File: src/rtl/barrel_seq_ctrl.sv
// Sequencer around an external combinational barrel shifter: debounced load/step buttons,
// latched shift configuration, single-step and timed auto-step modes with write-back into q.
module barrel_seq_ctrl #(
  parameter int unsigned DEB_CYCLES  = 1000000,
  parameter int unsigned TICK_CYCLES = 25000000,
  parameter int unsigned MAX_STEPS   = 255
) (
  input  logic       clk,
  input  logic       rst_n,
  input  logic       btn_load,
  input  logic       btn_step,
  input  logic       auto_en,
  input  logic [9:0] sw,
  output logic [7:0] sh_din,
  output logic [2:0] sh_shamt,
  output logic [1:0] sh_ctrl,
  input  logic [7:0] sh_dout,
  output logic [7:0] q,
  output logic [7:0] step_cnt,
  output logic       busy,
  output logic       done
);

  localparam int unsigned DW = (DEB_CYCLES > 1) ? $clog2(DEB_CYCLES) : 1;
  localparam int unsigned TW = (TICK_CYCLES > 1) ? $clog2(TICK_CYCLES) : 1;

  typedef enum logic {IDLE, AUTO} state_t;

  state_t        state;
  logic [1:0]    btn_raw, sync1, sync2, deb, deb_d;
  logic [DW-1:0] dcnt [2];
  logic [TW-1:0] tick;
  logic [2:0]    cfg_shamt;
  logic [1:0]    cfg_ctrl;
  logic [7:0]    cnt_inc;
  logic          load_p, step_p;

  assign btn_raw = {btn_step, btn_load};

  // Index 0 is load, index 1 is step. The counter only runs while the synchronised
  // level disagrees with the debounced level, so any bounce back restarts it.
  always_ff @(posedge clk or negedge rst_n) begin
    if (!rst_n) begin
      sync1 <= '0;
      sync2 <= '0;
      deb   <= '0;
      deb_d <= '0;
      dcnt  <= '{default: '0};
    end else begin
      sync1 <= btn_raw;
      sync2 <= sync1;
      deb_d <= deb;
      for (int unsigned i = 0; i < 2; i++) begin
        if (sync2[i] == deb[i]) begin
          dcnt[i] <= '0;
        end else if (dcnt[i] == DW'(DEB_CYCLES - 1)) begin
          deb[i]  <= sync2[i];
          dcnt[i] <= '0;
        end else begin
          dcnt[i] <= dcnt[i] + DW'(1);
        end
      end
    end
  end

  assign load_p  = deb[0] & ~deb_d[0];
  assign step_p  = deb[1] & ~deb_d[1];
  assign cnt_inc = (step_cnt == 8'hFF) ? step_cnt : step_cnt + 8'd1;

  assign sh_din   = q;
  assign sh_shamt = cfg_shamt;
  assign sh_ctrl  = cfg_ctrl;

  always_ff @(posedge clk or negedge rst_n) begin
    if (!rst_n) begin
      state     <= IDLE;
      q         <= '0;
      cfg_shamt <= '0;
      cfg_ctrl  <= '0;
      step_cnt  <= '0;
      busy      <= 1'b0;
      done      <= 1'b0;
      tick      <= '0;
    end else begin
      done <= 1'b0;
      case (state)
        IDLE: begin
          if (load_p) begin
            q         <= sw[7:0];
            step_cnt  <= '0;
            cfg_shamt <= sw[2:0];
            cfg_ctrl  <= sw[9:8];
          end else if (step_p) begin
            if (auto_en) begin
              tick  <= '0;
              busy  <= 1'b1;
              state <= AUTO;
            end else begin
              q        <= sh_dout;
              step_cnt <= cnt_inc;
            end
          end
        end
        AUTO: begin
          if (load_p) begin
            q         <= sw[7:0];
            step_cnt  <= '0;
            cfg_shamt <= sw[2:0];
            cfg_ctrl  <= sw[9:8];
            busy      <= 1'b0;
            state     <= IDLE;
          end else if (step_p || !auto_en) begin
            busy  <= 1'b0;
            state <= IDLE;
          end else if (tick == TW'(TICK_CYCLES - 1)) begin
            tick     <= '0;
            q        <= sh_dout;
            step_cnt <= cnt_inc;
            // Termination is judged on the values being written this cycle.
            if (sh_dout == 8'h00 || cnt_inc == 8'(MAX_STEPS)) begin
              done  <= 1'b1;
              busy  <= 1'b0;
              state <= IDLE;
            end
          end else begin
            tick <= tick + TW'(1);
          end
        end
        default: state <= IDLE;
      endcase
    end
  end

endmodule

File: config.mk
export PLATFORM = sky130hd
export DESIGN_NAME = barrel_seq_ctrl
export DESIGN_NICKNAME = d
export VERILOG_FILES = /design/src/rtl/barrel_seq_ctrl.sv
export SDC_FILE = /design/constraint.sdc
export NUM_CORES = 1
export LEC_CHECK = 0
export CAP_MARGIN = 20
export CELL_PAD_IN_SITES_DETAIL_PLACEMENT = 0
export CELL_PAD_IN_SITES_GLOBAL_PLACEMENT = 1
export CORE_UTILIZATION = 44
export DETAILED_ROUTE_END_ITERATION = 7
export MAX_ROUTING_LAYER = met4
export PLACE_DENSITY_LB_ADDON = 0.12
export RECOVER_POWER = 50
export SYNTH_ARGS = -nofsm -noshare
export SYNTH_HDL_FRONTEND = slang
export SYNTH_SLANG_ARGS = --single-unit
File: constraint.sdc
create_clock -name clk -period 2.75 [get_ports clk]
set_input_delay 0.55 -clock clk [delete_from_list [all_inputs] [get_ports clk]]
set_output_delay 0.55 -clock clk [all_outputs]
set_load 0.03 [all_outputs]
==> reports/metrics.cfg <==
[die]
rows = 39
dieArea_sq_um = 12340
coreArea_sq_um = 11520
num_io_pins = 54
die-width_um = 111.1
die_h_um = 111.1
start_util_pct = 45.47

[placed_design]
portBuffers = 53
gp_congestion = 0.8137
dp_hpwl_um = 8296

[synthesis]
synth_top_area_cell = dfrtp_1
synthSimpleGateAreaFrac_pct = 27.77
synth_xor_area_share_pct = 6.356
async_reset_ff_share_pct = 100.0
synth_cells = 571
yosys_warnings = 0
synth_compound_area_share_pct = 13.38
ys_top_cells_by_area = dfrtp_1 (46%), nor2_1 (4.6%), nand2_1 (4.5%)
synth.avg_cell_area_sq_um = 9.170
synth_edf_count = 0
synth_flop_cell = dfrtp_1
syn-num-nets = 598
yosys.area_share.adder_pct = 0.9558
ys_types = 57
seq_area_frac_synth_pct = 46.36
synthMuxAreaShare_pct = 1.004
synth_area_sq_um = 5236
synth-seq-cells = 97
synth_top_family_by_area = simple AND/OR/NAND/NOR gates
synth_top_area_share_pct = 46.36

[global_routing]
grt_max_degree = 52
overflow = 0
antenna_found_initial = 0
grt_pass1_vias = 4340
grt_pass1_wl_um = 20640
track_usage_pct = 21.39

[timing]
fin_crit_ns = 2.451
rsz0062_at_grt = false
slew-limit-headroom_pct = 16.41
finalSetupViolCount = 0
hold_viol_final = 0
min_period_over_period_pct = 89.12
worst_slew_pin_slew_ns = 1.254
fmax_mhz = 408.1
skew_ns = 0.007411
finalSetupTns_ns = 0
slew_violations = 0
holdWs_ns = 0.3492

[power]
p_leak_nw = 2.538
peakVddDrop_mv = 0.2625
p_per_area_nw_per_um2 = 466.3

[drt]
routed_wl_um = 12120
dr.pass1.iters = 7
top_layer = met4
drt-initial-drc-count = 312
via_per_inst = 5.808
wl_met2_um = 5821
drc_errors = 16
met1_length_um = 5593
via_count = 4426
postRouteAntennaNets = 0
wl_per_cell_um = 15.90
wl_met3_um = 527

[clock_tree]
numCtsBuffers = 9
cts_setup_buffers = 0
cts_tree = built
clock_path_buffers = 2
cts.sinks = 97
postCtsHoldBufs = 0
insertion_delay_ns = 0.34
cts_repair_resize_count = 0
cts_htree_levels = 3
cts-root-buf = clkbuf_16
clk_pin_slew_ns = 0.07

[worst_setup_path]
crit_type = register to register
r2r-end = step_cnt[7]$_DFFE_PN0P_
arrival_ns = 2.66
startpoint_type = register
critPathMaxStageDelay_ns = 0.57
reg2reg_setup_slack_ns = 0.30
end_kind = register
cpMaxStageDelayCell = or4_4
critPathRequiredTime_ns = 2.96
reg2reg_depth = 5
path_cells = or4_4 -> nor4b_4 -> nand3b_1 -> a2111oi_0 -> a211oi_1
path_max_fanout = 9
r2r-start = tick[10]$_DFFE_PN0P_

[cells_and_area]
drive_above_1_share_pct = 7.108
final_cell_mix = dfrtp_1 (97), nor2_1 (64), nand2_1 (63), clkdlybuf4s50_1 (47), a31oi_1 (37)
fillers = 1048
final_common_cell = dfrtp_1
nNetsFinal = 642
final_util_pct = 53.86
syn_to_final_growth_pct = 18.45
antenna_cells = 0

[run_status]
violations = design-rule violations
status = finished, violations left

[job]
cap_violations = 0

[hold_path]
min_path_cells = 0
timing.hold.worst.class = register to register
hold_path_startpoint = sync1[1]$_DFF_PN0_
holdPathEnd = sync2[1]$_DFF_PN0_

synthesized netlist by cell type (all sizes together) (2+ instances only):
| cell type | instances |
|---|---|
| o22ai | 5 |
| nand3b | 7 |
| buf | 13 |
| nand2 | 63 |
| ha | 4 |
| nand4 | 18 |
| a2111oi | 2 |
| nor4 | 8 |
| a41oi | 4 |
| nor3 | 8 |
| xor2 | 21 |
| nor3b | 5 |
| o311a | 3 |
| dfrtp | 97 |
| o31ai | 4 |
| nor4b | 5 |
| and3 | 17 |
| or4 | 4 |
| and4 | 12 |
| mux2 | 2 |
| nor2 | 64 |
| o21ai | 10 |
| clkbuf | 25 |
| a211oi | 6 |
| a21oi | 19 |
| xnor2 | 17 |
| mux2i | 3 |
| or3 | 7 |
| o311ai | 2 |
| a21boi | 2 |
| nor2b | 3 |
| o221ai | 3 |
| a31oi | 37 |
| nand3 | 31 |
| a211o | 2 |
| or4b | 3 |
| nand2b | 9 |
| inv | 10 |
| and2 | 7 |
flip-flops by register name, indices dropped and copies added, names as in the netlist:
name	flops
dcnt	40
sync2	2
sync1	2
done	1
tick	25
q	8
sh_ctrl	2
state	1
step_cnt	8
busy	1
sh_shamt	3
deb_d	2
deb	2
power by group:
group          switching, mW  internal (mW)
Sequential           0.00995           1.44
Combinational         0.0524         0.0372
Clock                  0.559          0.797
cells by family (layout without fill, tap and decap cells):
logic type      after synthesis  in the layout
xor+xnor                     38             38
buf+inv                      48             96
compound gates              105            105
fa+ha+maj                     4              4
mux                           5              5
simple gates                274            274
flops                        97             97
critical path, delay by kind of cell, from the launching register on:
family / cells / cell delay, ns
AO/OA/AOI/OAI: 2 / 0.57
flip-flops: 1 / 0.48
AND/OR/NAND/NOR: 3 / 1.26
worst max path at each step:
stage               cells after the start  slack (ns)                  from                 endpoint
detailed placement                      5        0.20               auto_en  step_cnt[3]$_DFFE_PN0P_
floorplan                               7        0.48               auto_en  step_cnt[5]$_DFFE_PN0P_
global placement                        5        0.27               auto_en  step_cnt[5]$_DFFE_PN0P_
global route                            5        0.11    deb[0]$_DFFE_PN0P_         q[2]$_DFFE_PN0P_
finish                                  5        0.30  tick[10]$_DFFE_PN0P_  step_cnt[7]$_DFFE_PN0P_
CTS                                     5        0.32  tick[10]$_DFFE_PN0P_  step_cnt[7]$_DFFE_PN0P_
stage by stage:
step | area [sq um] | power, mW | cells | worst slack (ns)
after global routing | 6202 | 3.010 | 762 | 0.1072
after floorplan | 5236 | 1.492 | 571 | 0.4774
after CTS | 6227 | 2.941 | 762 | 0.3210
after detailed placement | 5909 | 1.570 | 747 | 0.1961
final | 6202 | 2.892 | 762 | 0.2993
after global placement | 5909 | 1.569 | 747 | 0.2684
layout make-up:
class	instances	area (sq um)	share of cell area (%)
clock inverters	6	92.59	1.493
inverters	10	37.54	0.6052
flip-flops and latches	97	2427	39.14
well taps	143	178.9	2.885
repair buffers	71	650.6	10.49
multi-input cells	426	2590	41.76
clock buffers	9	225.2	3.631
per-layer routing:
| layer | GRT usage (%) | vias to the layer above |
|---|---|---|
| met2 | 33.79 | 96 |
| met4 | 9.369 | 0 |
| met5 | - | - |
| li1 | - | 2176 |
| met3 | 3.499 | 13 |
| met1 | 27.24 | 2141 |
No activity file was read; power rests on OpenSTA's default activity.
